[config.mk]
export PLATFORM = sky130hd
export DESIGN_NAME = pattern_stim_gen
export DESIGN_NICKNAME = d
export VERILOG_FILES = /design/src/rtl/pattern_stim_gen.sv
export SDC_FILE = /design/constraint.sdc
export NUM_CORES = 1
export LEC_CHECK = 0
export CAP_MARGIN = 25
export CORE_MARGIN = 2
export CORE_UTILIZATION = 30
export DETAILED_ROUTE_END_ITERATION = 10
export PLACE_DENSITY = 0.49
export SYNTH_ARGS = -nofsm -noshare
export SYNTH_HDL_FRONTEND = slang
export SYNTH_SLANG_ARGS = --single-unit
[constraint.sdc]
create_clock -name i_clk -period 3.45 [get_ports i_clk]
set_input_delay 0.8625 -clock i_clk [delete_from_list [all_inputs] [get_ports i_clk]]
set_output_delay 0.8625 -clock i_clk [all_outputs]
set_load 0.05 [all_outputs]
[src/rtl/pattern_stim_gen.sv]
// Parametrised pattern generator for benches and board demos: up/down count,
// walking one or LFSR, advanced by a hold timer or a single-step request.
module pattern_stim_gen #(
  parameter int               WIDTH       = 6,
  parameter int               HOLD_CYCLES = 100,
  parameter logic [WIDTH-1:0] LFSR_TAPS   = WIDTH'(6'b110000)
) (
  input  logic             i_clk,
  input  logic             i_reset,
  input  logic             i_en,
  input  logic             i_step,
  input  logic [1:0]       i_mode,
  input  logic             i_load,
  input  logic [WIDTH-1:0] i_load_value,
  output logic [WIDTH-1:0] o_pattern,
  output logic             o_tick,
  output logic             o_wrap
);

  localparam int               CW       = (HOLD_CYCLES > 1) ? $clog2(HOLD_CYCLES) : 1;
  localparam logic [CW-1:0]    TERM     = CW'(HOLD_CYCLES - 1);
  localparam logic [WIDTH-1:0] ONE      = WIDTH'(1);
  localparam logic [WIDTH-1:0] MSB_ONLY = {1'b1, {(WIDTH-1){1'b0}}};

  logic [CW-1:0]    r_cnt;
  logic [WIDTH-1:0] r_pattern;
  logic             r_tick;
  logic             r_wrap;

  logic             w_term;
  logic             w_adv;
  logic             w_onehot;
  logic             w_fb;
  logic [WIDTH-1:0] w_next;
  logic             w_wrap;

  assign w_term   = i_en && (r_cnt == TERM);
  assign w_adv    = w_term || (!i_en && i_step);
  assign w_onehot = (r_pattern != '0) && ((r_pattern & (r_pattern - ONE)) == '0);
  assign w_fb     = ^(r_pattern & LFSR_TAPS);

  always_comb begin
    w_next = r_pattern;
    w_wrap = 1'b0;
    case (i_mode)
      2'b00: begin
        w_next = r_pattern + ONE;
        w_wrap = &r_pattern;
      end
      2'b01: begin
        w_next = r_pattern - ONE;
        w_wrap = (r_pattern == '0);
      end
      2'b10: begin
        // Anything that is not a walkable one-hot restarts at bit 0.
        w_next = (w_onehot && (r_pattern != MSB_ONLY)) ? (r_pattern << 1) : ONE;
        w_wrap = (r_pattern == MSB_ONLY);
      end
      default: begin
        if (r_pattern == '0) begin
          w_next = ONE;
        end else begin
          w_next = {r_pattern[WIDTH-2:0], w_fb};
          w_wrap = (w_next == ONE);
        end
      end
    endcase
  end

  always_ff @(posedge i_clk) begin
    if (i_reset) begin
      r_cnt     <= '0;
      r_pattern <= '0;
      r_tick    <= 1'b0;
      r_wrap    <= 1'b0;
    end else if (i_load) begin
      r_cnt     <= '0;
      r_pattern <= i_load_value;
      r_tick    <= 1'b0;
      r_wrap    <= 1'b0;
    end else begin
      r_cnt     <= (!i_en || w_term) ? '0 : r_cnt + CW'(1);
      r_tick    <= w_adv;
      r_wrap    <= w_adv && w_wrap;
      if (w_adv) r_pattern <= w_next;
    end
  end

  assign o_pattern = r_pattern;
  assign o_tick    = r_tick;
  assign o_wrap    = r_wrap;

endmodule

* Yosys cells after proc, flatten, opt, wreduce, memory -nomap -nowiden
Index checks and enable logic that the tools add are counted.
Word-level totals: register bits 15, input port bits 13, output and inout bits 8, word-level logic and storage cells 38
Cells by class: $add $sub $neg 3, eq/ne operators 6, muxes and demuxes 7, bitwise logic cells 1, reduce and logical (&&, ||, !) cells 17
Operators by type and width (count):
- $mux 6 | 4
- $pmux 6 s3 | 1
- $logic_not 6->1 | 2
- $add 7x1->7 const B | 1
- $eq 7x7->1 const B | 1
- $add 6x1->6 const B | 1
- $and 6x6->6 | 1
- $eq 6x1->1 const B | 1
- $eq 6x6->1 const B | 1
- $ne 6x6->1 const B | 1
- $reduce_and 6->1 | 1
- $reduce_bool 6->1 | 1
- $reduce_xor 6->1 | 1
- $sub 6x1->6 const B | 1
- $logic_and 1x1->1 | 5
- $pmux 1 s3 | 1
- $reduce_or 3->1 | 1
- $eq 2x1->1 const B | 1
- $eq 2x2->1 const B | 1
- $logic_not 2->1 | 1
- $logic_or 1x1->1 | 2
- $reduce_bool 2->1 | 1
- $reduce_or 2->1 | 1
- $logic_not 1->1 | 1
- $mux 1 | 1

* Depth between registers and ports, before layout
Gate-level depths: netlist of the first run.
word-level depth 9, gate-level depth with buffers 10, mapped depth without buffers 10

* Worst setup path after synthesis of the first run
OpenSTA, ideal clock, no wires.
kind register -> register, start register r_pattern[0], in the netlist o_pattern[0], end register r_pattern[0], in the netlist o_pattern[0], library setup time 0.116 ns, arrival time 2.644 ns, slack 0.691 ns, stages on the path, launching flop included 11, path buffers 0, cells stage by stage dfxtp_1 inv_1 ha_1 nor3b_2 inv_1 ha_1 or4_4 a211oi_4 nor2_2 a211o_1 a31o_1
On the way: longest elaborated chain between the ends 9
RTL lines:
- from (decl) | RTL line 26 | logic [WIDTH-1:0] r_pattern;
- from (signal assigned) | RTL line 78 | r_pattern <= i_load_value;
- from (signal assigned) | RTL line 85 | if (w_adv) r_pattern <= w_next;
- $sub 6x1->6 | RTL line 39, 51
- $and 6x6->6 | RTL line 39 | assign w_onehot = (r_pattern != '0) && ((r_pattern & (r_pattern - ONE)) == '0);
- $logic_not 6->1 | RTL line 39
- $logic_and 1x1->1 | RTL line 39
- $logic_and 1x1->1 | RTL line 56 | w_next = (w_onehot && (r_pattern != MSB_ONLY)) ? (r_pattern << 1) : ONE;
- $mux 6 | RTL line 56
- $pmux 6 s3 (*) | RTL line 45 | case (i_mode)
- $mux 6 (*) | RTL line 85
- $mux 6 (*) | RTL line 76 | end else if (i_load) begin
Every way passes the cells marked *; elsewhere a longest branch is shown, timed or not. The select of a mux whose other input is x is not followed. A chain may end at the register's enable or synchronous reset.

* Worst setup path in the final report of the first run
Ends and elaborated chain as after synthesis.

==> flow_results.xml, run 1 <==
<?xml version="1.0" encoding="UTF-8"?>
<metrics>
  <group name="run_status">
    <metric name="outcome" unit="">finished, final reports clean</metric>
  </group>
  <group name="hold_path">
    <metric name="timing.hold.worst.class" unit="">flop to flop</metric>
    <metric name="min_delay_path_depth" unit="">1</metric>
    <metric name="min_delay_worst_endpoint" unit="">r_cnt[0]</metric>
    <metric name="min-delay-start" unit="">r_cnt[0]</metric>
  </group>
  <group name="logic_synthesis">
    <metric name="syn_area" unit="sq mm">0.00109</metric>
    <metric name="ys_async_sr_fraction" unit="%">0</metric>
    <metric name="ys_ff_latch" unit="">15</metric>
    <metric name="synth.lib_cells_used.distinct" unit="">40</metric>
    <metric name="seq_area_frac_synth" unit="%">27.5</metric>
    <metric name="yosys_warnings" unit="">0</metric>
    <metric name="synth_fp_nets" unit="">162</metric>
    <metric name="avgSynthCellArea" unit="sq um">7.87</metric>
    <metric name="synthFlopType" unit="">sky130_fd_sc_hd__dfxtp_1</metric>
    <metric name="netlist_instances" unit="">139</metric>
    <metric name="synth_edf_count" unit="">0</metric>
  </group>
  <group name="critical_path">
    <metric name="largest_delay_share_family_worst_path" unit="">simple AND/OR/NAND/NOR gates</metric>
    <metric name="max_stage_delay" unit="ns">0.43</metric>
    <metric name="crit-reg2reg-launch" unit="">o_pattern[0]</metric>
    <metric name="reg2reg_depth" unit="">10</metric>
    <metric name="crit_path_cell_trace" unit="">inv_1, ha_1, nor3b_2, inv_1, ha_1, or4_4, a211oi_4, nor2_2, a211o_1, a31o_1</metric>
    <metric name="critical_path_sink_type" unit="">flop</metric>
    <metric name="start_kind" unit="">flop</metric>
    <metric name="crit_required" unit="ns">3.64</metric>
    <metric name="rrSetupSlack" unit="ns">0.66</metric>
    <metric name="critical_path_class" unit="">flop to flop</metric>
    <metric name="critical_path.n_buffers_inverters" unit="">2</metric>
    <metric name="crit_path_top_delay_cell" unit="">sky130_fd_sc_hd__or4_4</metric>
    <metric name="worst-path-max-fanout" unit="">9</metric>
    <metric name="rr_endpoint" unit="">o_pattern[0]</metric>
    <metric name="arrival_time_at_the_worst_endpoint" unit="ns">2.98</metric>
  </group>
  <group name="grt">
    <metric name="gr-total-overflow" unit="">0</metric>
    <metric name="number_of_global_route_vias_before_repair" unit="">963</metric>
    <metric name="grtUsageTotal" unit="%">13.7</metric>
    <metric name="wire_length_of_the_first_global_routing_pass" unit="um">4530</metric>
    <metric name="grt_start_max_net_pins" unit="">18</metric>
    <metric name="antenna_found_initial" unit="">0</metric>
  </group>
  <group name="clock_tree">
    <metric name="clk_transition_reported_paths" unit="ns">0.10</metric>
    <metric name="numCtsBuffers" unit="">3</metric>
    <metric name="clock_latency" unit="ns">0.28</metric>
    <metric name="cts.repair_timing.setup_buffer_count" unit="">0</metric>
    <metric name="cts_max_path_buffers" unit="">2</metric>
    <metric name="cts_tree" unit="">done</metric>
    <metric name="tritoncts_num_sinks" unit="">15</metric>
    <metric name="post_cts.resized_instances" unit="">0</metric>
    <metric name="cts-hold-fix-buffers" unit="">0</metric>
    <metric name="cts_max_level" unit="">1</metric>
    <metric name="cts_root_buffer" unit="">sky130_fd_sc_hd__clkbuf_4</metric>
  </group>
  <group name="routing">
    <metric name="via_per_inst" unit="">5.06</metric>
    <metric name="postRouteWirelength" unit="um">2570</metric>
    <metric name="avgRoutedWirePerCell" unit="um">12.7</metric>
    <metric name="wirelength_met1" unit="um">1290</metric>
    <metric name="drt_first_pass_iters" unit="">4</metric>
    <metric name="drt-initial-drc-count" unit="">40</metric>
    <metric name="met3RoutedLength" unit="um">110</metric>
    <metric name="vias" unit="">1023</metric>
    <metric name="met2_wirelength" unit="um">1150</metric>
    <metric name="drt.antenna.violating_nets" unit="">0</metric>
    <metric name="topRoutingLayerUsed" unit="">met4</metric>
    <metric name="remaining_drc_errors" unit="">0</metric>
  </group>
  <group name="timing">
    <metric name="setup_total_negative_slack" unit="ns">0</metric>
    <metric name="max_slew.worst_pin.slew" unit="ns">0.594</metric>
    <metric name="unrepaired_setup_endpoints_after_global_routing" unit="">false</metric>
    <metric name="post-route-worst-setup-slack" unit="ns">0.659</metric>
    <metric name="final_hold_viol_count" unit="">0</metric>
    <metric name="post-route-period-util" unit="%">80.9</metric>
    <metric name="post-route-min-period" unit="ns">2.79</metric>
    <metric name="finalSetupViolations" unit="">0</metric>
    <metric name="fmax" unit="MHz">358</metric>
    <metric name="slew_headroom" unit="%">60.3</metric>
    <metric name="drv_slew" unit="">0</metric>
    <metric name="skew" unit="ns">0.000369</metric>
  </group>
  <group name="place">
    <metric name="dp_slack" unit="ns">0.681</metric>
    <metric name="detailed_place_hpwl" unit="um">1960</metric>
    <metric name="dp.cells" unit="">198</metric>
    <metric name="gp_routability_congestion" unit="">0.824</metric>
    <metric name="portBuffers" unit="">20</metric>
  </group>
  <group name="floorplanning">
    <metric name="die-width" unit="um">64.4</metric>
    <metric name="boundaryPins" unit="">21</metric>
    <metric name="floorplan.initialDensity" unit="%">32.0</metric>
    <metric name="die_height" unit="um">64.4</metric>
    <metric name="rows" unit="">21</metric>
    <metric name="coreArea" unit="sq mm">0.00342</metric>
    <metric name="die_area" unit="sq mm">0.00414</metric>
  </group>
  <group name="power">
    <metric name="power_density" unit="mW/mm^2">329</metric>
    <metric name="worst_ir_drop_vdd" unit="mV">0.144</metric>
    <metric name="p_leak" unit="nW">0.531</metric>
    <metric name="fin_total_pwr" unit="W">0.000444</metric>
  </group>
  <group name="final_layout">
    <metric name="nets" unit="">180</metric>
    <metric name="antenna-diode-count" unit="">0</metric>
    <metric name="stdcell_count" unit="">202</metric>
    <metric name="post_route_cells_drive_above_1_share" unit="%">7.05</metric>
    <metric name="layout-area-overhead-vs-synth" unit="%">23.3</metric>
  </group>
  <group name="run">
    <metric name="cap_viol_max_count" unit="">0</metric>
  </group>
</metrics>
-- cells in the mapped netlist, types with 2 or more instances --
library cell                n  share of area [%]
sky130_fd_sc_hd__a21oi_1   10                4.6
sky130_fd_sc_hd__a31oi_1    5                2.9
sky130_fd_sc_hd__clkbuf_1   6                2.1
sky130_fd_sc_hd__dfxtp_1   15                 27
sky130_fd_sc_hd__ha_1      10                 11
sky130_fd_sc_hd__inv_1     13                4.5
sky130_fd_sc_hd__nand2_1    7                2.4
sky130_fd_sc_hd__nand2b_1   3                1.7
sky130_fd_sc_hd__nand3_1    7                3.2
sky130_fd_sc_hd__nand4_1    2                1.1
sky130_fd_sc_hd__nor2_1    15                5.1
sky130_fd_sc_hd__nor2b_1    2                1.1
sky130_fd_sc_hd__o211ai_1   2                1.4
sky130_fd_sc_hd__o21ai_0    6                2.7
sky130_fd_sc_hd__o22ai_1    3                1.7
sky130_fd_sc_hd__xnor2_1    7                5.6
sky130_fd_sc_hd__xor2_1     3                2.4
-- state kept, by name (all words and copies together) (netlist names) --
register,cells
o_wrap,1
r_cnt,7
o_tick,1
o_pattern,6
-- report_power, final --
group	switching, W	leakage [nW]	internal [W]	total (W)
logic	0.0000834	0.391	0.0000651	0.000149
registers	0.0000127	0.122	0.000180	0.000192
clock network	0.0000600	0.0177	0.0000430	0.000103
total	0.000156	0.531	0.000288	0.000444
-- layout make-up --
type | instances | area (sq um)
Sequential cell | 15 | 300
Multi-Input combinational cell | 103 | 707
Tap cell | 46 | 57.6
Inverter | 13 | 48.8
Fill cell | 374 | 2070
Timing Repair Buffer | 21 | 208
Clock buffer | 3 | 22.5
Clock inverter | 1 | 5.00
-- routing by layer --
metal / up-vias / global-route usage (%)
li1: 518 / -
met1: 485 / 19.2
met2: 18 / 21.1
met3: 2 / 2.29
met4: 0 / 5.05
met5: - / 0
-- stage by stage --
stage / util (%) / cell area, sq um / hold WS [ns]
6_report: 39.5 / 1350 / 0.457
5_1_grt: 39.5 / 1350 / 0.498
4_1_cts: 39.5 / 1350 / 0.460
3_5_place_dp: 38.7 / 1320 / 0.439
3_3_place_gp: 38.7 / 1320 / 0.430
2_1_floorplan: - / 1090 / 0.418
-- logic make-up after synthesis --
kind of cell / synth area share [%]
simple gates: 23.3
compound gates: 21.9
buf+inv: 7.89
flops: 27.5
xor+xnor: 8.01
fa+ha+maj: 11.4
-- layout by cell type (no fill, tap or decap), drive strengths merged, types with 2 or more instances in the layout --
master,count
nor2,16
nand4,2
nand3,7
clkbuf,3
nand2b,3
clkdlybuf4s50,20
o22ai,3
o21ai,6
nand2,7
ha,10
o211ai,2
dfxtp,15
inv,13
xor2,3
xnor2,7
a21oi,10
a31oi,5
nor2b,2
a211oi,2
nor3b,2
-- how the worst max path moves through the flow --
stage	from	to	slack, ns	cells after the start
after floorplan	o_pattern[0]	o_pattern[0]	0.69	10
after global placement	o_pattern[0]	o_pattern[0]	0.77	10
after detailed placement	o_pattern[0]	o_pattern[0]	0.68	10
after CTS	o_pattern[0]	o_pattern[0]	0.65	10
after global routing	o_pattern[0]	o_pattern[0]	0.48	10
final	o_pattern[0]	o_pattern[0]	0.66	10
Power figures use the tool's default switching activity.
==> inputs of run 2 (changes only) <==
- clock period: 3.45 -> 2.7 ns (I/O delays scaled with it)
==> flow_results.xml, run 2 (same netlist as run 1, synthesis figures left out) <==
<?xml version="1.0" encoding="UTF-8"?>
<metrics>
  <group name="run_status">
    <metric name="outcome" unit="">finished, final reports clean</metric>
  </group>
  <group name="grt">
    <metric name="antenna_found_initial" unit="">0</metric>
    <metric name="number_of_global_route_vias_before_repair" unit="">1077</metric>
    <metric name="grt_start_max_net_pins" unit="">18</metric>
    <metric name="wire_length_of_the_first_global_routing_pass" unit="um">4780</metric>
    <metric name="gr-total-overflow" unit="">0</metric>
    <metric name="grtUsageTotal" unit="%">14.4</metric>
  </group>
  <group name="final_layout">
    <metric name="nets" unit="">190</metric>
    <metric name="post_route_cells_drive_above_1_share" unit="%">12.7</metric>
    <metric name="flip_flop_count_of_the_largest_register_all_copies_and_words_added" unit="">7</metric>
    <metric name="antenna-diode-count" unit="">0</metric>
    <metric name="layout-area-overhead-vs-synth" unit="%">30.8</metric>
    <metric name="stdcell_count" unit="">212</metric>
    <metric name="highest_count_cells_in_the_layout_ignoring_fill_and_taps" unit="">sky130_fd_sc_hd__clkdlybuf4s50_1, sky130_fd_sc_hd__nor2_1, sky130_fd_sc_hd__dfxtp_1</metric>
    <metric name="mostFrequentLayoutCell" unit="">sky130_fd_sc_hd__clkdlybuf4s50_1</metric>
    <metric name="regMostFlops" unit="">r_cnt</metric>
  </group>
  <group name="critical_path">
    <metric name="reg2reg_depth" unit="">9</metric>
    <metric name="critical_path_class" unit="">flop to flop</metric>
    <metric name="critical_path_sink_type" unit="">flop</metric>
    <metric name="worst-path-max-fanout" unit="">7</metric>
    <metric name="start_kind" unit="">flop</metric>
    <metric name="crit-reg2reg-launch" unit="">o_pattern[0]</metric>
    <metric name="arrival_time_at_the_worst_endpoint" unit="ns">2.73</metric>
    <metric name="crit_required" unit="ns">2.87</metric>
    <metric name="rrSetupSlack" unit="ns">0.15</metric>
    <metric name="rr_endpoint" unit="">o_pattern[0]</metric>
  </group>
  <group name="clock_tree">
    <metric name="clock_latency" unit="ns">0.28</metric>
    <metric name="clk_transition_reported_paths" unit="ns">0.08</metric>
    <metric name="cts_max_level" unit="">1</metric>
    <metric name="cts_max_path_buffers" unit="">2</metric>
    <metric name="cts_root_buffer" unit="">sky130_fd_sc_hd__clkbuf_4</metric>
    <metric name="numCtsBuffers" unit="">3</metric>
    <metric name="tritoncts_num_sinks" unit="">15</metric>
    <metric name="cts_tree" unit="">done</metric>
  </group>
  <group name="routing">
    <metric name="postRouteWirelength" unit="um">2730</metric>
    <metric name="drt-initial-drc-count" unit="">50</metric>
    <metric name="vias" unit="">1059</metric>
    <metric name="via_per_inst" unit="">5.00</metric>
    <metric name="avgRoutedWirePerCell" unit="um">12.9</metric>
    <metric name="remaining_drc_errors" unit="">0</metric>
    <metric name="drt_first_pass_iters" unit="">6</metric>
    <metric name="drt.antenna.violating_nets" unit="">0</metric>
  </group>
  <group name="hold_path">
    <metric name="min_delay_worst_endpoint" unit="">r_cnt[0]</metric>
    <metric name="timing.hold.worst.class" unit="">flop to flop</metric>
    <metric name="min-delay-start" unit="">r_cnt[0]</metric>
    <metric name="min_delay_path_depth" unit="">1</metric>
  </group>
  <group name="timing">
    <metric name="finalSetupViolations" unit="">0</metric>
    <metric name="slew_headroom" unit="%">59.9</metric>
    <metric name="drv_slew" unit="">0</metric>
    <metric name="post-route-worst-setup-slack" unit="ns">0.146</metric>
    <metric name="setup_total_negative_slack" unit="ns">0</metric>
    <metric name="unrepaired_setup_endpoints_after_global_routing" unit="">false</metric>
    <metric name="post-route-period-util" unit="%">94.6</metric>
    <metric name="post-route-min-period" unit="ns">2.55</metric>
    <metric name="skew" unit="ns">0.00677</metric>
    <metric name="final_hold_viol_count" unit="">0</metric>
    <metric name="fmax" unit="MHz">392</metric>
    <metric name="max_slew.worst_pin.slew" unit="ns">0.600</metric>
  </group>
  <group name="floorplanning">
    <metric name="die-width" unit="um">64.4</metric>
    <metric name="die_area" unit="sq mm">0.00414</metric>
    <metric name="die_height" unit="um">64.4</metric>
    <metric name="rows" unit="">21</metric>
    <metric name="boundaryPins" unit="">21</metric>
    <metric name="coreArea" unit="sq mm">0.00342</metric>
    <metric name="floorplan.initialDensity" unit="%">32.0</metric>
  </group>
  <group name="power">
    <metric name="fin_total_pwr" unit="W">0.000592</metric>
    <metric name="power_density" unit="mW/mm^2">414</metric>
    <metric name="worst_ir_drop_vdd" unit="mV">0.180</metric>
    <metric name="p_leak" unit="nW">0.580</metric>
  </group>
  <group name="place">
    <metric name="portBuffers" unit="">20</metric>
    <metric name="gp_routability_congestion" unit="">0.890</metric>
    <metric name="detailed_place_hpwl" unit="um">2180</metric>
    <metric name="dp_slack" unit="ns">0.107</metric>
    <metric name="dp.cells" unit="">206</metric>
  </group>
  <group name="run">
    <metric name="cap_viol_max_count" unit="">0</metric>
  </group>
</metrics>
-- run 2: cell count changes in the layout (fill, tap and decap cells not counted), sizes merged --
cell / change
clkinv: -1
buf: +10
clkbuf: +1
-- run 2: power breakdown --
part	internal [W]	switching, W	total [W]
sequential	0.000230	0.0000110	0.000241
clock	0.0000573	0.0000680	0.000125
combinational	0.000106	0.000120	0.000226
-- run 2: layout make-up --
class	instances	area [sq um]
fillers	366	1990
multi-input cells	103	713
repair buffers	31	283
inverters	13	48.8
flip-flops and latches	15	302
well taps	46	57.6
clock buffers	4	26.3
-- run 2: how the worst max path moves through the flow --
| stage | from | endpoint | slack [ns] | cells after the start |
|---|---|---|---|---|
| 3_3_place_gp | o_pattern[0] | o_pattern[0] | 0.16 | 9 |
| 4_1_cts | o_pattern[0] | o_pattern[0] | 0.1 | 10 |
| 5_1_grt | o_pattern[0] | o_pattern[0] | 0.0008 | 9 |
| 3_5_place_dp | o_pattern[0] | o_pattern[0] | 0.11 | 10 |
| 2_1_floorplan | o_pattern[1] | o_pattern[0] | 0.01 | 10 |
| 6_report | o_pattern[0] | o_pattern[0] | 0.15 | 9 |
-- run 2: routing by layer --
| metal | global-route usage [%] | share of wire, % | vias to the layer above |
|---|---|---|---|
| li1 | - | - | 540 |
| met2 | 24.5 | 47 | 23 |
| met3 | 2.64 | 4.2 | 4 |
| met1 | 18.2 | 47 | 492 |
| met5 | 0 | 0 | - |
| met4 | 4.79 | 1.7 | 0 |
-- run 2: timing repair --
item                                    4_1_cts  5_1_grt
resized for setup                             0        0
endpoints found under the setup margin        0        1
setup buffers                                 0        2
hold buffers                                  0        0
-- run 2: through the flow --
| stage | utilization [%] | hold WS [ns] | cell area, sq um |
|---|---|---|---|
| 2_1_floorplan | - | 0.418 | 1100 |
| 3_3_place_gp | 40.7 | 0.438 | 1390 |
| 3_5_place_dp | 40.7 | 0.446 | 1390 |
| 4_1_cts | 41.4 | 0.464 | 1420 |
| 5_1_grt | 41.9 | 0.494 | 1430 |
| 6_report | 41.9 | 0.458 | 1430 |
-- run 2: worst max-delay path: stages, from the launching register on --
cell	delay, ns
sky130_fd_sc_hd__dfxtp_2	0.36
sky130_fd_sc_hd__nor4_1	0.33
sky130_fd_sc_hd__buf_4	0.18
sky130_fd_sc_hd__nand2_1	0.05
sky130_fd_sc_hd__ha_1	0.18
sky130_fd_sc_hd__or4_4	0.49
sky130_fd_sc_hd__a211oi_4	0.27
sky130_fd_sc_hd__nor2_2	0.07
sky130_fd_sc_hd__a211o_1	0.31
sky130_fd_sc_hd__a31o_1	0.20
